$ cat config.mk
export PLATFORM = sky130hd
export DESIGN_NAME = alu_decode_stage
export DESIGN_NICKNAME = d
export VERILOG_FILES = /design/src/rtl/alu_pkg.sv /design/src/rtl/alu_decode_comb.sv /design/src/rtl/alu_decode_stage.sv
export SDC_FILE = /design/constraint.sdc
export NUM_CORES = 1
export LEC_CHECK = 0
export CAP_MARGIN = 10
export CORE_MARGIN = 2
export CORE_UTILIZATION = 45
export DETAILED_ROUTE_END_ITERATION = 8
export GPL_TIMING_DRIVEN = 0
export HOLD_SLACK_MARGIN = 0.08
export PLACE_DENSITY = 0.72
export SLEW_MARGIN = 20
export SYNTH_ARGS = -nofsm -noshare
export SYNTH_HDL_FRONTEND = slang
export SYNTH_SLANG_ARGS = --single-unit
$ cat constraint.sdc
create_clock -name clk -period 4.95 [get_ports clk]
set_input_delay 0.7425 -clock clk [delete_from_list [all_inputs] [get_ports clk]]
set_output_delay 0.7425 -clock clk [all_outputs]
set_load 0.02 [all_outputs]
$ cat src/rtl/alu_pkg.sv
// Shared opcode, funct3 and ALU-code constants plus the decoded-instruction word
// used by the RV32I ALU decode stage.
package alu_pkg;

  localparam logic [6:0] OPC_OP     = 7'h33;
  localparam logic [6:0] OPC_OP_IMM = 7'h13;
  localparam logic [6:0] OPC_LUI    = 7'h37;
  localparam logic [6:0] OPC_AUIPC  = 7'h17;

  localparam logic [2:0] F3_ADD_SUB = 3'd0;
  localparam logic [2:0] F3_SLL     = 3'd1;
  localparam logic [2:0] F3_SLT     = 3'd2;
  localparam logic [2:0] F3_SLTU    = 3'd3;
  localparam logic [2:0] F3_XOR     = 3'd4;
  localparam logic [2:0] F3_SR      = 3'd5;
  localparam logic [2:0] F3_OR      = 3'd6;
  localparam logic [2:0] F3_AND     = 3'd7;

  localparam logic [6:0] F7_BASE = 7'h00;
  localparam logic [6:0] F7_ALT  = 7'h20;

  typedef enum logic [2:0] {
    ALU_ADD  = 3'd0,
    ALU_SLL  = 3'd1,
    ALU_SLT  = 3'd2,
    ALU_SLTU = 3'd3,
    ALU_XOR  = 3'd4,
    ALU_SR   = 3'd5,
    ALU_AND  = 3'd6,
    ALU_OR   = 3'd7
  } alu_op_e;

  typedef struct packed {
    logic [31:0] pc;
    logic [31:0] imm;
    logic [4:0]  rs1;
    logic [4:0]  rs2;
    logic [4:0]  rd;
    logic        src_a_pc;
    logic        src_a_zero;
    logic        src_b_imm;
    logic        mask_b5;
    alu_op_e     operation;
    logic        logic_arithmetic;
    logic        add_sub;
    logic        wb_en;
    logic        illegal;
  } alu_dec_t;

  // The ALU numbers AND/OR the other way round from RISC-V funct3.
  function automatic alu_op_e alu_op_from_funct3(input logic [2:0] funct3);
    case (funct3)
      F3_ADD_SUB: alu_op_from_funct3 = ALU_ADD;
      F3_SLL:     alu_op_from_funct3 = ALU_SLL;
      F3_SLT:     alu_op_from_funct3 = ALU_SLT;
      F3_SLTU:    alu_op_from_funct3 = ALU_SLTU;
      F3_XOR:     alu_op_from_funct3 = ALU_XOR;
      F3_SR:      alu_op_from_funct3 = ALU_SR;
      F3_OR:      alu_op_from_funct3 = ALU_OR;
      F3_AND:     alu_op_from_funct3 = ALU_AND;
      default:    alu_op_from_funct3 = ALU_ADD;
    endcase
  endfunction

endpackage

$ cat src/rtl/alu_decode_comb.sv
// Combinational RV32I decoder: instruction word and pc to the ALU control word.
// Illegal instructions keep only pc and the illegal flag; every other field is 0.
module alu_decode_comb
  import alu_pkg::*;
(
  input  logic [31:0] instr,
  input  logic [31:0] pc,
  output alu_dec_t    dec
);

  logic [6:0] opcode;
  logic [6:0] funct7;
  logic [2:0] funct3;
  logic [4:0] rd;
  logic [4:0] rs1;
  logic [4:0] rs2;
  logic       is_shift;
  logic       op_legal;
  logic       op_imm_legal;

  assign opcode = instr[6:0];
  assign rd     = instr[11:7];
  assign funct3 = instr[14:12];
  assign rs1    = instr[19:15];
  assign rs2    = instr[24:20];
  assign funct7 = instr[31:25];

  assign is_shift = (funct3 == F3_SLL) || (funct3 == F3_SR);

  // funct7 / imm[11:5] legality for register and immediate forms
  always_comb begin
    op_legal     = 1'b0;
    op_imm_legal = 1'b1;
    if (funct7 == F7_BASE) begin
      op_legal = 1'b1;
    end else if (funct7 == F7_ALT) begin
      op_legal = (funct3 == F3_ADD_SUB) || (funct3 == F3_SR);
    end else begin
      op_legal = 1'b0;
    end
    case (funct3)
      F3_SLL:  op_imm_legal = (funct7 == F7_BASE);
      F3_SR:   op_imm_legal = (funct7 == F7_BASE) || (funct7 == F7_ALT);
      default: op_imm_legal = 1'b1;
    endcase
  end

  // field decode per opcode
  always_comb begin
    dec    = '0;
    dec.pc = pc;
    case (opcode)
      OPC_OP: begin
        if (op_legal) begin
          dec.rs1              = rs1;
          dec.rs2              = rs2;
          dec.rd               = rd;
          dec.operation        = alu_op_from_funct3(funct3);
          dec.add_sub          = (funct3 == F3_ADD_SUB) && funct7[5];
          dec.logic_arithmetic = (funct3 == F3_SR) && funct7[5];
          dec.mask_b5          = is_shift;
          dec.wb_en            = (rd != 5'd0);
        end else begin
          dec.illegal = 1'b1;
        end
      end
      OPC_OP_IMM: begin
        if (op_imm_legal) begin
          dec.rs1              = rs1;
          dec.rd               = rd;
          dec.src_b_imm        = 1'b1;
          dec.operation        = alu_op_from_funct3(funct3);
          dec.logic_arithmetic = (funct3 == F3_SR) && funct7[5];
          dec.wb_en            = (rd != 5'd0);
          // shifts carry only shamt so the ALU never sees imm[11:5] as shift distance
          if (is_shift) begin
            dec.imm = {27'd0, rs2};
          end else begin
            dec.imm = {{20{instr[31]}}, instr[31:20]};
          end
        end else begin
          dec.illegal = 1'b1;
        end
      end
      OPC_LUI: begin
        dec.rd         = rd;
        dec.src_a_zero = 1'b1;
        dec.src_b_imm  = 1'b1;
        dec.imm        = {instr[31:12], 12'd0};
        dec.wb_en      = (rd != 5'd0);
      end
      OPC_AUIPC: begin
        dec.rd        = rd;
        dec.src_a_pc  = 1'b1;
        dec.src_b_imm = 1'b1;
        dec.imm       = {instr[31:12], 12'd0};
        dec.wb_en     = (rd != 5'd0);
      end
      default: begin
        dec.illegal = 1'b1;
      end
    endcase
  end

endmodule

$ cat src/rtl/alu_decode_stage.sv
// Registered RV32I ALU decode stage: decoder at the input, 2-entry skid buffer
// at the output so in_ready comes from a flop and throughput holds under stall.
module alu_decode_stage
  import alu_pkg::*;
#(
  parameter int XLEN = 32
) (
  input  logic            clk,
  input  logic            rst_n,
  input  logic            flush,
  input  logic            in_valid,
  output logic            in_ready,
  input  logic [31:0]     in_instr,
  input  logic [XLEN-1:0] in_pc,
  output logic            out_valid,
  input  logic            out_ready,
  output logic [XLEN-1:0] out_pc,
  output logic [XLEN-1:0] out_imm,
  output logic [4:0]      out_rs1,
  output logic [4:0]      out_rs2,
  output logic [4:0]      out_rd,
  output logic            out_src_a_pc,
  output logic            out_src_a_zero,
  output logic            out_src_b_imm,
  output logic            out_mask_b5,
  output logic [2:0]      out_operation,
  output logic            out_logic_arithmetic,
  output logic            out_add_sub,
  output logic            out_wb_en,
  output logic            out_illegal
);

  alu_dec_t decoded;
  alu_dec_t main_entry;
  alu_dec_t skid_entry;
  alu_dec_t main_next;
  alu_dec_t skid_next;
  logic     main_valid;
  logic     skid_valid;
  logic     main_valid_next;
  logic     skid_valid_next;
  logic     accept;
  logic     transfer;

  alu_decode_comb u_decode (
    .instr (in_instr),
    .pc    (in_pc),
    .dec   (decoded)
  );

  assign accept   = in_valid & in_ready;
  assign transfer = main_valid & out_ready;

  // skid-buffer next state; main only changes when empty or draining
  always_comb begin
    main_next       = main_entry;
    skid_next       = skid_entry;
    main_valid_next = main_valid;
    skid_valid_next = skid_valid;
    if (flush) begin
      main_valid_next = 1'b0;
      skid_valid_next = 1'b0;
    end else if (skid_valid) begin
      if (transfer) begin
        main_next       = skid_entry;
        main_valid_next = 1'b1;
        skid_valid_next = 1'b0;
      end else begin
        main_valid_next = 1'b1;
      end
    end else if (accept) begin
      if (!main_valid || transfer) begin
        main_next       = decoded;
        main_valid_next = 1'b1;
      end else begin
        skid_next       = decoded;
        skid_valid_next = 1'b1;
      end
    end else if (transfer) begin
      main_valid_next = 1'b0;
    end else begin
      main_valid_next = main_valid;
    end
  end

  // state registers; in_ready is the registered inverse of skid occupancy
  always_ff @(posedge clk) begin
    if (!rst_n) begin
      main_entry <= '0;
      skid_entry <= '0;
      main_valid <= 1'b0;
      skid_valid <= 1'b0;
      in_ready   <= 1'b1;
    end else begin
      main_entry <= main_next;
      skid_entry <= skid_next;
      main_valid <= main_valid_next;
      skid_valid <= skid_valid_next;
      in_ready   <= ~skid_valid_next;
    end
  end

  assign out_valid            = main_valid;
  assign out_pc               = main_entry.pc;
  assign out_imm              = main_entry.imm;
  assign out_rs1              = main_entry.rs1;
  assign out_rs2              = main_entry.rs2;
  assign out_rd               = main_entry.rd;
  assign out_src_a_pc         = main_entry.src_a_pc;
  assign out_src_a_zero       = main_entry.src_a_zero;
  assign out_src_b_imm        = main_entry.src_b_imm;
  assign out_mask_b5          = main_entry.mask_b5;
  assign out_operation        = main_entry.operation;
  assign out_logic_arithmetic = main_entry.logic_arithmetic;
  assign out_add_sub          = main_entry.add_sub;
  assign out_wb_en            = main_entry.wb_en;
  assign out_illegal          = main_entry.illegal;

endmodule
After elaboration in Yosys (flattened, before gate mapping):

Memory sizes are Yosys's and may differ from the RTL's.
Index checks and enable logic that the tools add are counted.

* ROM bits: 48
* input port bits: 69
* register bits after elaboration: 183
* logic and storage cells: 105
* memories: 2

Memories
* (name not given): depth 8, bits a word 3, read ports 1, clocked after Yosys merged registers in 0, wr ports 0, line alu_pkg.sv:52 `case (funct3)`
* (name not given): depth 8, bits a word 3, read ports 1, clocked after Yosys merged registers in 0, wr ports 0, line alu_pkg.sv:52

* reductions and logical operators: 18
* bitwise gates (word level): 7
* mux-type cells: 38
* equal/unequal tests: 9

Operators by type and width (number)
* 90-bit two-way mux: 4
* 32-bit one-hot mux with 2 select lines: 1
* 37-bit two-way mux: 1
* 32-bit two-way mux: 1
* 7-bit by 6-bit equality test with 1-bit output, second input constant: 3
* 1-bit two-way mux: 19
* 15-bit two-way mux: 1
* 5-bit one-hot mux with 3 select lines: 1
* 7-bit by 5-bit equality test with 1-bit output, second input constant: 2
* 5-bit two-way mux: 2
* 5-bit one-hot mux with 2 select lines: 1
* 4-bit one-hot mux with 2 select lines: 1
* 4-bit AND reduction: 2
* 7-bit logical NOT: 1
* 7-bit two-way mux: 1
* 1-bit one-hot mux with 3 select lines: 2
* 1-bit inverter: 5
* 5-bit nonzero test: 1
* 1-bit logical OR: 4
* 4-bit two-way mux: 1
* 1-bit one-hot mux with 2 select lines: 2
* 2-bit nonzero test: 2
* 2-bit OR reduction: 2
* 3-bit by 1-bit equality test with 1-bit output, second input constant: 1
* 9 further kinds: 11

Logic depth before layout (Yosys ltp):

Gate-level depths: netlist of run 1.

* word-level depth: 9
* depth in mapped cells: 7
* mapped depth without buffers: 6

Modules after synthesis:

Synthesis of run 1 repeated with hierarchy kept, for this count alone.

* cells, all modules: 1165
* area total of the unflattened synthesis: 9733.1 um2

By module, submodules not included
* alu_decode_stage: sequential area each 3663.5 um2, area an instance 8794.7 um2, cells each 1034, times used 1
* alu_decode_comb: sequential area each 0.0 um2, area an instance 938.4 um2, cells each 131, times used 1

Least setup slack after synthesis of run 1:

No wires, ideal clock.

* path type: input-to-reg
* start point: in in_instr[13]
* end point: reg main_entry, in the netlist out_imm[13]
* library setup time: 70 ps
* setup slack: 2645 ps
* stages: 7
* path buffers: 1
* arrival time: 2236 ps
* cell sequence: inv_1 ha_1 or4b_2 clkbuf_1 o21ai_0 a31oi_1 a21oi_1

* longest elaborated chain between the ends: 8
* elaborated cells on any way between the ends: 10
* classes of those cells: eq/ne: 2; mux: 7; reduce/logical: 1

RTL lines
* from (decl): line alu_decode_stage.sv:13 `input logic [31:0] in_instr,`
* 3-bit by 1-bit equality test with 1-bit output / 3-bit equality test (equally long branches): line alu_decode_comb.sv:28, alu_decode_comb.sv:41
* 1-bit logical OR: line alu_decode_comb.sv:28 `assign is_shift = (funct3 == F3_SLL) || (funct3 == F3_SR);`
* 32-bit two-way mux: line alu_decode_comb.sv:76 `if (is_shift) begin`
* 37-bit two-way mux: line alu_decode_comb.sv:68 `if (op_imm_legal) begin`
* 32-bit one-hot mux with 2 select lines *: line alu_decode_comb.sv:52 `case (opcode)`
* 90-bit two-way mux *: line alu_decode_stage.sv:72 `if (!main_valid || transfer) begin`
* 90-bit two-way mux *: line alu_decode_stage.sv:71 `end else if (accept) begin`
* 90-bit two-way mux *: line alu_decode_stage.sv:63 `end else if (skid_valid) begin`
* to (signal assigned): line alu_decode_stage.sv:95 `main_entry <= main_next;`
* to (decl): line alu_decode_stage.sv:34 `alu_dec_t main_entry;`

Mark *: on every way between the ends. The rest lies on a longest branch, timed or not. The select of a mux whose other input is x is not followed.
A chain may end at the register's enable or synchronous reset.

Final worst setup path of run 1:

* start point: in in_valid
* end point: reg main_entry, in the netlist out_imm[0]

* longest elaborated chain between the ends: 3

RTL lines
* from (decl): line alu_decode_stage.sv:11 `input logic in_valid,`
* 1-bit bitwise AND: line alu_decode_stage.sv:51 `assign accept = in_valid & in_ready;`
* 2-bit nonzero test (no source line)
* 4-bit AND reduction (no source line)

No other way between the ends.

==> metrics.md, run 1 <==
| Metric | Value |
|---|---|
| I/O pin count | `about 160` |
| Synth-to-layout area growth | `31.3%` |
| Part of the cycle the worst path needs | `0.619` |
| Number of DRC markers after the initial detailed-route iteration | `613` |
| Largest cells by area after synthesis | `sky130_fd_sc_hd__dfxtp_1, sky130_fd_sc_hd__nand2_1, sky130_fd_sc_hd__a21oi_1, sky130_fd_sc_hd__mux2i_1, sky130_fd_sc_hd__o21ai_0` |
| Number of synthesized flops with an enable pin | `0` |
| Sequential cell area fraction in the yosys report | `0.474` |
| Worst setup skew after layout | `~0.012 ns` |
| Core area | `around 17000 sq um` |
| Number of port buffers | `157` |
| Routed length per instance | `between 15 and 20 microns` |
| Mapped Cells | `910` |
| Start-to-end type of the worst setup path | `input port to flop` |
| Cell area after technology mapping | `between 7000 and 8000 sq um` |
| Number of distinct library cell variants in the gate-level netlist after synthesis | `47` |
| Hold Path Class | `flop to flop` |
| Number of synthesized register bits | `183` |
| Worst slew margin relative to its limit | `0.243` |
| RD Place Congestion | `0.940` |
| Maximum number of pins on one net before global-route repair | `17` |
| Number of resized instances in the post-cts repair step | `0` |
| H-tree levels | `4` |
| Max clock buf depth | `2` |
| Max-cap violations | `0` |
| Tmin final | `3.06 ns` |
| First drt pass iteration count | `5` |
| Count of unresolved DRC violations after routing | `0` |
| Synth top cells by count | `sky130_fd_sc_hd__dfxtp_1, sky130_fd_sc_hd__nand2_1, sky130_fd_sc_hd__a21oi_1` |
| Fraction of layout instances using a drive strength above 1 | `0.0574` |
| TritonCTS clock tree | `yes` |
| Final Instance Count excl. Fillers | `between 1k and 1.5k` |
| Total number of clock tree sinks | `~180` |
| Flop2flop setup slack | `2.16 ns` |
| Syn_nets | `982` |
| Antenna violations before repair | `0` |
| Post-synthesis async set-or-reset flop share | `0` |
| Worst Hold Slack | `0.446 ns` |
| P per Cell Area | `322 nW/um^2` |
| Final Hold Viols | `0` |
| Max IR drop VDD | `0.245 mV` |
| Post-Synth Simple-Gate Area | `0.168` |
| Critical path peak fanout | `10` |
| Number of placement rows | `47` |
| GR Overflow Total | `0` |
| Final total negative setup slack | `0 ns` |
| Final core utilization | `0.607` |
| Syn_area_per_cell | `8.49 sq um` |
| Via count of the first global-routing pass | `6975` |
| Die W | `135 microns` |
| Proportion of synthesized area in mux cells | `0.0583` |
| Nets | `1158` |
| CTS Root Buffer Type | `sky130_fd_sc_hd__clkbuf_16` |
| Final setup violation count | `0` |
| Overall via count from detail_route | `7485` |
| Total power | `0.00327 W` |
| Actual slew at the worst max-slew pin | `1.13 ns` |
| Main combinational cell family by area after synthesis | `compound AO/OA/AOI/OAI gates` |
| Data arrival time of the critical path | `approximately 3.4 ns` |
| Number of synthesis warnings | `0` |
| Setup repair after global routing missed its margin | `false` |
| Area fraction in compound gates after synthesis | `0.245` |
| Maximum single-stage delay on the critical path | `0.96 ns` |
| Slowest-stage cell, CP | `sky130_fd_sc_hd__a211oi_2` |
| Buffer count from post-CTS setup fixing | `0` |
| Final HPWL DP | `17200 microns` |
| Leakage power figure | `3.45 nW` |
| Antenna-violating nets left | `0` |
| Crit-path cells | `clkdlybuf4s50_1 -> nand3b_1 -> a211oi_2 -> buf_2 -> o211ai_1 -> o22ai_1` |
| Area share of xor/xnor cells in the synthesized design | `0` |
| Global-route wire length before repair | `36900 microns` |
| Dominant synthesized flop cell | `sky130_fd_sc_hd__dfxtp_1` |
| Routed wire length | `23700 microns` |
| Area share of the largest cell type after synthesis | `0.474` |
| Number of buffers inserted during clock tree synthesis | `17` |
| Endpoint required time on the critical path | `5.30 ns` |
| Die span in y | `between 100 and 150 microns` |
| Outcome | `finished, final reports clean` |
| Clk slew on worst S/H paths | `0.07 ns` |
| Dominant cell by count in the synthesized netlist | `sky130_fd_sc_hd__dfxtp_1` |
| Max Slew Vio Count | `0` |
| Antenna diodes | `0` |
| Arithmetic-cell share of the synthesized area counting full adders, half adders and majority gates | `0.00486` |
| Clock network latency to the later pin of the worst-skew pair | `roughly 0.43 ns` |
| Initial Utilization | `0.463` |
| Overall die area | `18200 sq um` |
| Global router's overall resource usage | `0.261` |
| Cell accounting for the most synthesized area | `sky130_fd_sc_hd__dfxtp_1` |
| Placed cell count | `1287` |
| Type of origin of the critical path | `input port` |
| Hold_buf cts | `0` |
| Highest clock frequency the design can meet | `0.326 GHz` |
| CP endpoint kind | `flop` |
| Via count normalized by instance count | `5.68` |
[worst paths after layout]
kind                                      from  cells past startpoint        endpoint
worst min-delay path            skid_entry[12]                      2  skid_entry[12]
worst max-delay path                  in_valid                      6      out_imm[0]
worst max register to register      skid_valid                      6      out_imm[0]
worst min register to register  skid_entry[12]                      2  skid_entry[12]
[registers in the layout (all words and copies together), names as in the netlist, 3 cells and up]
register	count
out_imm	32
out_operation	3
out_pc	32
out_rd	5
out_rs1	5
out_rs2	5
skid_entry	90
[logic make-up after synthesis]
| family | Yosys count |
|---|---|
| AOI/OAI and AO/OA | 296 |
| adders and majority gates | 3 |
| buffers and inverters | 92 |
| DFF | 183 |
| muxes | 45 |
| and+or+nand+nor | 291 |
[report_power, final]
part	switching (W)	internal, W	total (W)
clock network	0.000572	0.000731	0.00130
registers	0.0000256	0.00152	0.00155
logic	0.000242	0.000178	0.000420
[area by class of cell]
type                    instances  area [sq um]
repair buffers                157          1570
flip-flops and latches        183          3660
fillers                      1506          6560
multi-input cells             635          3690
plain buffers                  85           352
inverters                       7          26.3
clock inverters                10          93.8
well taps                     220           275
clock buffers                  21           470
[per-stage QoR]
step / setup slack (ns) / cell area (sq um)
global placement: 1.54 / 9570
finish: 1.89 / 10100
global route: 1.86 / 10100
floorplan: 2.64 / 7720
CTS: 1.99 / 10100
detailed placement: 1.54 / 9570
[worst max-delay path, delay by kind of cell]
family	cells	cell delay, ns
buffers and inverters	2	0.97
AO/OA/AOI/OAI	3	1.58
AND/OR/NAND/NOR	1	0.11
[layout by cell type (no fill, tap or decap), drive strengths merged, types with 25 or more instances in the layout]
| cell type | Yosys | final |
|---|---|---|
| clkbuf | 60 | 81 |
| a211oi | 33 | 33 |
| a31oi | 34 | 34 |
| mux2i | 45 | 45 |
| nand2 | 168 | 168 |
| o21ai | 55 | 55 |
| a21oi | 99 | 99 |
| clkdlybuf4s50 | 0 | 157 |
| buf | 25 | 25 |
| and2 | 30 | 30 |
| dfxtp | 183 | 183 |
| nor2 | 42 | 42 |
[per-layer routing]
metal	share of wire	up-vias	GRT usage
met5	0	-	0
met4	0.028	0	0.105
met3	0.061	47	0.0409
met2	0.47	283	0.414
met1	0.44	3548	0.355
li1	-	3607	-
No activity file was read; power rests on OpenSTA's default activity.
==> inputs of run 2 (changes only) <==
--- a/config.mk
+++ b/config.mk
@@ -11,7 +11,7 @@
 export DETAILED_ROUTE_END_ITERATION = 8
 export GPL_TIMING_DRIVEN = 0
 export HOLD_SLACK_MARGIN = 0.08
-export PLACE_DENSITY = 0.72
+export PLACE_DENSITY = 0.75
 export SLEW_MARGIN = 20
 export SYNTH_ARGS = -nofsm -noshare
 export SYNTH_HDL_FRONTEND = slang
==> constraint.sdc (replaced) <==
create_clock -name clk -period 2.6 [get_ports clk]
set_input_delay 0.39 -clock clk [delete_from_list [all_inputs] [get_ports clk]]
set_output_delay 0.39 -clock clk [all_outputs]
set_load 0.02 [all_outputs]
==> metrics.md, run 2 (synthesis results as in run 1) <==
| Metric | Value |
|---|---|
| Routed wire length | `roughly 24000 microns` |
| TritonCTS clock tree | `yes` |
| Buffer count from post-CTS setup fixing | `0` |
| Slowest-stage cell, CP | `sky130_fd_sc_hd__or4b_2` |
| Max Slew Vio Count | `0` |
| Total number of clock tree sinks | `~180` |
| Commonest cells after routing, fill and taps aside | `sky130_fd_sc_hd__dfxtp_1, sky130_fd_sc_hd__nand2_1, sky130_fd_sc_hd__clkdlybuf4s50_1, sky130_fd_sc_hd__a21oi_1, sky130_fd_sc_hd__clkbuf_1` |
| Final total negative setup slack | `0 ns` |
| Outcome | `finished, final reports clean` |
| Number of DRC markers after the initial detailed-route iteration | `613` |
| Category of cells accounting for the largest share of critical-path delay | `buffers and inverters` |
| Global-route wire length before repair | `36600 microns` |
| Setup repair after global routing missed its margin | `false` |
| Antenna-violating nets left | `0` |
| Die span in y | `135 microns` |
| Top reg by flops | `skid_entry` |
| Hold_buf cts | `0` |
| Number of port buffers | `157` |
| Number of buffers inserted during clock tree synthesis | `17` |
| Max reg flops | `90` |
| Number of placement rows | `47` |
| H-tree levels | `4` |
| Antenna violations before repair | `0` |
| Final setup violation count | `0` |
| First drt pass iteration count | `5` |
| Via count normalized by instance count | `5.79` |
| CTS Root Buffer Type | `sky130_fd_sc_hd__clkbuf_16` |
| Clock network latency to the later pin of the worst-skew pair | `0.44 ns` |
| Max IR drop VDD | `between 0.5 and 0.6 mV` |
| Type of origin of the critical path | `input port` |
| Most common cell after layout, fill and taps aside | `sky130_fd_sc_hd__dfxtp_1` |
| Crit-path cells | `clkdlybuf4s50_1 -> inv_1 -> ha_1 -> or4b_2 -> clkbuf_1 -> o21ai_0 -> a31oi_1 -> a21oi_1` |
| RD Place Congestion | `0.945` |
| Tmin final | `between 2 and 2.5 ns` |
| Core area | `16700 sq um` |
| Maximum single-stage delay on the critical path | `about 0.7 ns` |
| Max-cap violations | `0` |
| Layer with the highest usage | `met2` |
| Maximum number of pins on one net before global-route repair | `17` |
| Overall via count from detail_route | `7620` |
| Clk slew on worst S/H paths | `0.06 ns` |
| GR Overflow Total | `0` |
| Part of the cycle the worst path needs | `0.949` |
| Global router's overall resource usage | `0.257` |
| Hold Path Class | `input port to flop` |
| Routed length per instance | `17.9 microns` |
| Worst setup skew after layout | `0.00643 ns` |
| Synth-to-layout area growth | `31.2%` |
| CP endpoint kind | `flop` |
| Worst slew margin relative to its limit | `0.473` |
| Die W | `135 microns` |
| P per Cell Area | `614 nW/um^2` |
| Start-to-end type of the worst setup path | `input port to flop` |
| Final core utilization | `0.607` |
| Count of unresolved DRC violations after routing | `0` |
| Final Hold Viols | `0` |
| Antenna diodes | `0` |
| Endpoint required time on the critical path | `2.97 ns` |
| Met3 Usage GRT | `0.0604` |
| Actual slew at the worst max-slew pin | `0.790 ns` |
| Initial Utilization | `0.463` |
| I/O pin count | `about 160` |
| Overall die area | `about 18000 sq um` |
| Nets | `1158` |
| Via count of the first global-routing pass | `7148` |
| Number of buffer and inverter stages on the critical path | `3` |
| Critical path peak fanout | `10` |
| Leakage power figure | `3.44 nW` |
| Fraction of met2 tracks used by global routing | `0.405` |
| Highest clock frequency the design can meet | `slightly above 0.4 GHz` |
| Final HPWL DP | `17100 microns` |
| Data arrival time of the critical path | `2.84 ns` |
| Fraction of layout instances using a drive strength above 1 | `0.0538` |
| Number of resized instances in the post-cts repair step | `0` |
| Met1 routing resource usage after global routing | `0.343` |
| Max clock buf depth | `2` |
run 2: cell types whose count changed in the layout (fill, tap and decap cells not counted), sizes merged:
cell / before / now
clkinv: 4 / 2
bufinv: 1 / 2
clkbuf: 81 / 82
inv: 9 / 8
run 2: path summary, 6_finish.rpt:
check	slack, ns	end	cells after the start	start
max	0.13	out_imm[13]	8	in_instr[13]
min	0.41	skid_entry[9]	3	in_instr[5]
max reg2reg	0.17	out_imm[2]	6	skid_valid
min reg2reg	0.45	skid_entry[12]	2	skid_entry[12]
run 2: metal layers:
metal | vias to the layer above | wire length (microns) | part of all wire
met5 | - | 0 | 0
met4 | 0 | 587 | 0.025
met3 | 48 | 1950 | 0.083
met2 | 357 | 10900 | 0.46
met1 | 3608 | 10200 | 0.43
li1 | 3607 | - | -
run 2: area by class of cell:
cell class	count	area (sq um)
buffer	85	352
clock buffer	22	444
clock inverter	8	101
fill	1519	6570
inverter	7	26.3
multi-input combinational	635	3700
sequential	183	3660
tap	220	275
timing repair buffer	157	1570
run 2: power breakdown:
part           switching [W]  internal, W  total, W
registers          0.0000486      0.00289   0.00294
logic               0.000461     0.000339  0.000800
clock network        0.00107      0.00140   0.00248
total                0.00158      0.00463   0.00622
run 2: worst min-delay path: stages:
cell and delay [ns]:
sky130_fd_sc_hd__clkbuf_1 0.20, sky130_fd_sc_hd__nand4_1 0.15, sky130_fd_sc_hd__a21oi_1 0.06
run 2: per-stage QoR:
stage / power, W / instances / hold slack, ns / setup WS [ns] / instance area, sq um
final: 0.00622 / 1317 / 0.410 / 0.132 / 10100
after global routing: 0.00642 / 1317 / 0.461 / 0.0389 / 10100
after CTS: 0.00622 / 1317 / 0.392 / 0.0275 / 10100
after detailed placement: 0.00379 / 1287 / 0.437 / -0.311 / 9570
after global placement: 0.00379 / 1287 / 0.426 / -0.289 / 9570
after floorplan: 0.00338 / 910 / 0.417 / 0.647 / 7720
